--- src/rtl/multiplier_8bit_if.sv ---
// Button, switch and result signals between the multiplier and its surroundings.
// master drives buttons/switches; slave (the multiplier) drives the product registers and Busy.
interface multiplier_8bit_if;
    logic       Run;
    logic       ClearA_LoadB;
    logic [7:0] S;
    logic [7:0] Aval;
    logic [7:0] Bval;
    logic       X;
    logic       Busy;

    modport master (
        output Run, ClearA_LoadB, S,
        input  Aval, Bval, X, Busy
    );

    modport slave (
        input  Run, ClearA_LoadB, S,
        output Aval, Bval, X, Busy
    );
endinterface

--- src/rtl/multiplier_8bit.sv ---
// Signed 8x8 add-shift multiplier; product in {A,B}, X is sign extension of A.
// Latency: SYNC_STAGES + 1 cycles from Run to Busy, Busy for 17 cycles; no backpressure.
module multiplier_8bit #(
    parameter int SYNC_STAGES = 2
) (
    input  logic                Clk,
    input  logic                Reset,
    multiplier_8bit_if.slave    bus
);

    typedef enum logic [2:0] {
        IDLE  = 3'd0,
        CLR   = 3'd1,
        ADD   = 3'd2,
        SHIFT = 3'd3,
        DONE  = 3'd4
    } state_t;

    state_t                 state_q, state_d;
    logic [SYNC_STAGES-1:0] run_sync, clr_sync;
    logic                   run_s, clr_s;
    logic                   x_q, x_d;
    logic [7:0]             a_q, a_d;
    logic [7:0]             b_q, b_d;
    logic [2:0]             cnt_q, cnt_d;
    logic                   busy_q, busy_d;
    logic [8:0]             a_ext, s_ext, sum9, dif9;

    // Buttons idle high, so the synchronisers reset to the released level.
    always_ff @(posedge Clk or negedge Reset) begin
        if (!Reset) begin
            run_sync <= '1;
            clr_sync <= '1;
        end else begin
            run_sync <= {run_sync[SYNC_STAGES-2:0], bus.Run};
            clr_sync <= {clr_sync[SYNC_STAGES-2:0], bus.ClearA_LoadB};
        end
    end

    assign run_s = run_sync[SYNC_STAGES-1];
    assign clr_s = clr_sync[SYNC_STAGES-1];

    // Nine-bit operands keep -128 * -128 from overflowing the partial product.
    assign a_ext = {a_q[7], a_q};
    assign s_ext = {bus.S[7], bus.S};
    assign sum9  = a_ext + s_ext;
    assign dif9  = a_ext - s_ext;

    always_ff @(posedge Clk or negedge Reset) begin
        if (!Reset) begin
            state_q <= IDLE;
            x_q     <= 1'b0;
            a_q     <= 8'h00;
            b_q     <= 8'h00;
            cnt_q   <= 3'd0;
            busy_q  <= 1'b0;
        end else begin
            state_q <= state_d;
            x_q     <= x_d;
            a_q     <= a_d;
            b_q     <= b_d;
            cnt_q   <= cnt_d;
            busy_q  <= busy_d;
        end
    end

    always_comb begin
        state_d = state_q;
        x_d     = x_q;
        a_d     = a_q;
        b_d     = b_q;
        cnt_d   = cnt_q;
        case (state_q)
            IDLE: begin
                if (!clr_s) begin
                    b_d = bus.S;
                    a_d = 8'h00;
                    x_d = 1'b0;
                end else if (!run_s) begin
                    state_d = CLR;
                end
            end
            CLR: begin
                a_d     = 8'h00;
                x_d     = 1'b0;
                cnt_d   = 3'd0;
                state_d = ADD;
            end
            ADD: begin
                // The last multiplier bit carries negative weight in two's complement.
                if (b_q[0]) begin
                    if (cnt_q == 3'd7) begin
                        {x_d, a_d} = dif9;
                    end else begin
                        {x_d, a_d} = sum9;
                    end
                end
                state_d = SHIFT;
            end
            SHIFT: begin
                a_d     = {x_q, a_q[7:1]};
                b_d     = {a_q[0], b_q[7:1]};
                cnt_d   = cnt_q + 3'd1;
                state_d = (cnt_q == 3'd7) ? DONE : ADD;
            end
            DONE: begin
                if (run_s) begin
                    state_d = IDLE;
                end
            end
            default: state_d = IDLE;
        endcase
        busy_d = (state_d == CLR) || (state_d == ADD) || (state_d == SHIFT);
    end

    assign bus.Aval = a_q;
    assign bus.Bval = b_q;
    assign bus.X    = x_q;
    assign bus.Busy = busy_q;

endmodule

--- src/flat_wrapper.sv ---
// flat-port wrapper written by rule: the top's interface ports become plain ports
module multiplier_8bit_flat 
#(
    parameter int SYNC_STAGES = 2
)
  (Clk, Reset, bus_Run, bus_ClearA_LoadB, bus_S, bus_Aval, bus_Bval, bus_X, bus_Busy);
  multiplier_8bit_if bus_i ();
  input  logic Clk;
  input  logic Reset;
  input wire logic [$bits(bus_i.Run)-1:0] bus_Run;
  input wire logic [$bits(bus_i.ClearA_LoadB)-1:0] bus_ClearA_LoadB;
  input wire logic [$bits(bus_i.S)-1:0] bus_S;
  output wire logic [$bits(bus_i.Aval)-1:0] bus_Aval;
  output wire logic [$bits(bus_i.Bval)-1:0] bus_Bval;
  output wire logic [$bits(bus_i.X)-1:0] bus_X;
  output wire logic [$bits(bus_i.Busy)-1:0] bus_Busy;
  assign bus_i.Run = bus_Run;
  assign bus_i.ClearA_LoadB = bus_ClearA_LoadB;
  assign bus_i.S = bus_S;
  assign bus_Aval = bus_i.Aval;
  assign bus_Bval = bus_i.Bval;
  assign bus_X = bus_i.X;
  assign bus_Busy = bus_i.Busy;
  multiplier_8bit #(.SYNC_STAGES(SYNC_STAGES)) u_core (.Clk(Clk), .Reset(Reset), .bus(bus_i));
endmodule
--- config.mk ---
export PLATFORM = sky130hd
export DESIGN_NAME = multiplier_8bit_flat
export DESIGN_NICKNAME = d
export VERILOG_FILES = /design/src/rtl/multiplier_8bit_if.sv /design/src/rtl/multiplier_8bit.sv /design/src/flat_wrapper.sv
export SDC_FILE = /design/constraint.sdc
export NUM_CORES = 1
export LEC_CHECK = 0
export ABC_AREA = 1
export BUFFER_PORTS_ARGS = -buffer_cell sky130_fd_sc_hd__buf_2
export CAP_MARGIN = 30
export CORE_ASPECT_RATIO = 0.8
export CORE_MARGIN = 3
export CORE_UTILIZATION = 59
export CTS_BUF_LIST = sky130_fd_sc_hd__clkbuf_8
export DETAILED_ROUTE_END_ITERATION = 8
export GPL_TIMING_DRIVEN = 0
export MAX_ROUTING_LAYER = met4
export PLACE_DENSITY = 0.83
export REMOVE_ABC_BUFFERS = 1
export SYNTH_ARGS = -nofsm -noshare
export SYNTH_HDL_FRONTEND = slang
export SYNTH_SLANG_ARGS = --single-unit
--- constraint.sdc ---
create_clock -name Clk -period 2.4 [get_ports Clk]
set_clock_uncertainty 0.2 [all_clocks]
set_input_delay 0.72 -clock Clk [delete_from_list [all_inputs] [get_ports Clk]]
set_output_delay 0.72 -clock Clk [all_outputs]
set_load 0.1 [all_outputs]
==> flow_summary.ini <==
[detailed_routing]
num_vias = 1850
drt_first_pass_iters = 4
wl_mm = 4.79
via_per_inst = 5.52
drc = 0
dr.first_iter.drc_count = 113
route.detailed.wl_per_inst_um = 14.3
final_antenna_net_count = 0

[sta]
setup_viol = 0
hold_viol = 0
rsz0062_at_grt = no
period_minus_slack_ns = 2.33
max_slew_margin_pct = 57.9
min_period_over_period_pct = 97.1
worstMarginPinSlew_ns = 0.631
max_freq_mhz = 429
slew_violations = 0

[finish]
utilization_pct = 71.7
fill_cells = 254
drive_above_1_share_pct = 19.3
seq_area_um2 = 706
antenna_cells = 0
fin_nets = 329
multi_input_area_um2 = 1160
area_delta_synth_final_pct = 11.3
final_cells = 335

[floorplan]
die_x_um = 72.3
rows = 18
start_util_pct = 64.4
die-area_um2 = 4270
core_um2 = 3220
design.portCount = 30
chipHeight_um = 59.0

[worst_hold_path]
holdCritPathClass = reg2reg
whs_path_depth = 0
holdPathEnd = u_core.clr_sync[1]
hold_start = u_core.clr_sync[0]

[status]
status = finished, final reports clean

[grt]
grt_use_total_pct = 24.9
grt_pass1_wl_mm = 7.99
first_global_vias = 1676
antenna_found_initial = 0
overflow = 0
grt_max_degree = 29

[cts]
cts.sink_count = 28
htree_levels = 1
clockBufferDepth = 2
clock-root-buffer = clkbuf_8
clkTransAtPathRegs_ns = 0.09
cts_buffers = 3
clock_latency_ns = 0.27
holdBufCountCts = 0
cts_tree = built

[setup_path]
crit_path_end_kind = flip-flop
crit_required_ns = 2.37
ff2ff_path_depth = 11
r2r-end = u_core.bus.X
criticalPathCategory = in2reg
cp_max_fo = 4
r2r-start = u_core.bus.Aval[0]
arrival_ns = 2.30
cp-start-kind = input pin
reg2reg_slack_ns = 0.10

[place]
dp_cells = 331
hpwl_mm = 3.64
port_buffers = 29
place_congestion = 0.860

[logic_synthesis]
synth_area_um2 = 2070
synthAdderAreaFrac_pct = 13.4
ys_types = 35
synth_warnings = 0
synth_top_family_by_area = simple AND/OR/NAND/NOR gates
synth_xor_xnor_area_share_pct = 0
avgSynthCellArea_um2 = 7.76
synth-compound-area-share_pct = 18.8
ys_seq_area_share_pct = 34.0
muxShareOfSynthArea_pct = 0
synth_top_area_share_pct = 29.0
synth_top_area_cell = dfrtp_1
synth-seq-cells = 28
synth_cells = 267
synthTopCellsByArea = dfrtp_1 29%, nand2_1 12%, ha_1 11%
yosys.area_share.simple_pct = 24.0

[run]
max_cap_violations = 0
per-layer routing:
metal / track usage, % / wire length [µm]
met1: 35.1 / 2220
met2: 38.7 / 2220
met3: 3.90 / 308
met4: 4.56 / 32
met5: - / 0
cell families after synthesis:
logic type	Yosys count
fa+ha+maj	21
flops	28
simple gates	110
buf+inv	49
compound gates	59
registers in the layout (all words and copies together) (netlist names):
name and flops:
u_core.bus.Bval 8, u_core.cnt_q 3, u_core.state_q 3, u_core.bus.Busy 1
u_core.bus.X 1, u_core.run_sync 2, u_core.bus.Aval 8, u_core.clr_sync 2
synth_stat cells (all sizes together):
master and number:
nand2 65, a21boi 2, o21ai 21, ha 19
buf 5, o22ai 1, nand3b 2, or2 2
nor2 18, nand4 1, clkinv 1, a22o 2
o21bai 2, dfrtp 24, a22oi 1, nand3 21
o211ai 9, a211oi 1, inv 43, a21oi 20
dfstp 4, and3 1, fa 2
layout by cell type (no fill, tap or decap), types with 4 or more instances in the layout:
cell type,n
inv_1,40
nand2_1,64
a21oi_1,16
o21ai_1,4
ha_1,19
nand3_1,19
o21ai_0,14
dfrtp_1,24
dfstp_2,4
o211ai_1,7
a21oi_2,4
buf_2,29
nor2_1,17
per-stage QoR:
step | area, µm² | TNS [ns] | hold WS, ns | setup WS (ns)
after global routing | 2310 | 0 | 0.170 | 0.00731
after floorplan | 2040 | -1.23 | 0.145 | -0.374
after detailed placement | 2240 | -0.712 | 0.152 | -0.298
final | 2310 | 0 | 0.165 | 0.0685
after global placement | 2240 | -0.598 | 0.146 | -0.273
after CTS | 2310 | 0 | 0.166 | 0.114
what timing repair did:
action / in CTS / in global routing
endpoints found under the hold margin: 0 / 0
setup endpoints to repair: 1 / 0
buffers inserted: 0 / 0
resized for setup: 1 / 0
critical path, cell delays in order:
cell and delay, ns:
buf_2 0.14, ha_1 0.19, fa_1 0.41, o21ai_1 0.29
nand3_1 0.16, nand2_1 0.08, nand2_1 0.05, nand2_1 0.07
nand2_1 0.05, nand3_1 0.10, nand2_1 0.05
cell type report:
type	instances	share of cell area, %
sequential	28	30.6
clock inverter	1	1.30
timing repair buffer	29	6.29
tap	40	2.17
clock buffer	3	1.79
multi-input combinational	190	50.4
inverter	44	7.48
worst max-delay path by stage:
stage	startpoint	endpoint	slack [ns]	depth (start not counted)
after floorplan	u_core.bus.Aval[0]	u_core.bus.X	-0.37	11
after global placement	bus_S[0]	u_core.bus.X	-0.27	11
after detailed placement	bus_S[0]	u_core.bus.X	-0.30	11
after CTS	bus_S[0]	u_core.bus.X	0.11	11
after global routing	u_core.bus.Aval[0]	u_core.bus.X	0.007	11
final	bus_S[0]	u_core.bus.X	0.07	11
Power is left out: the tool's default activity adds up to more than one toggle a clock period on the data nets, which glitch-free logic cannot reach.
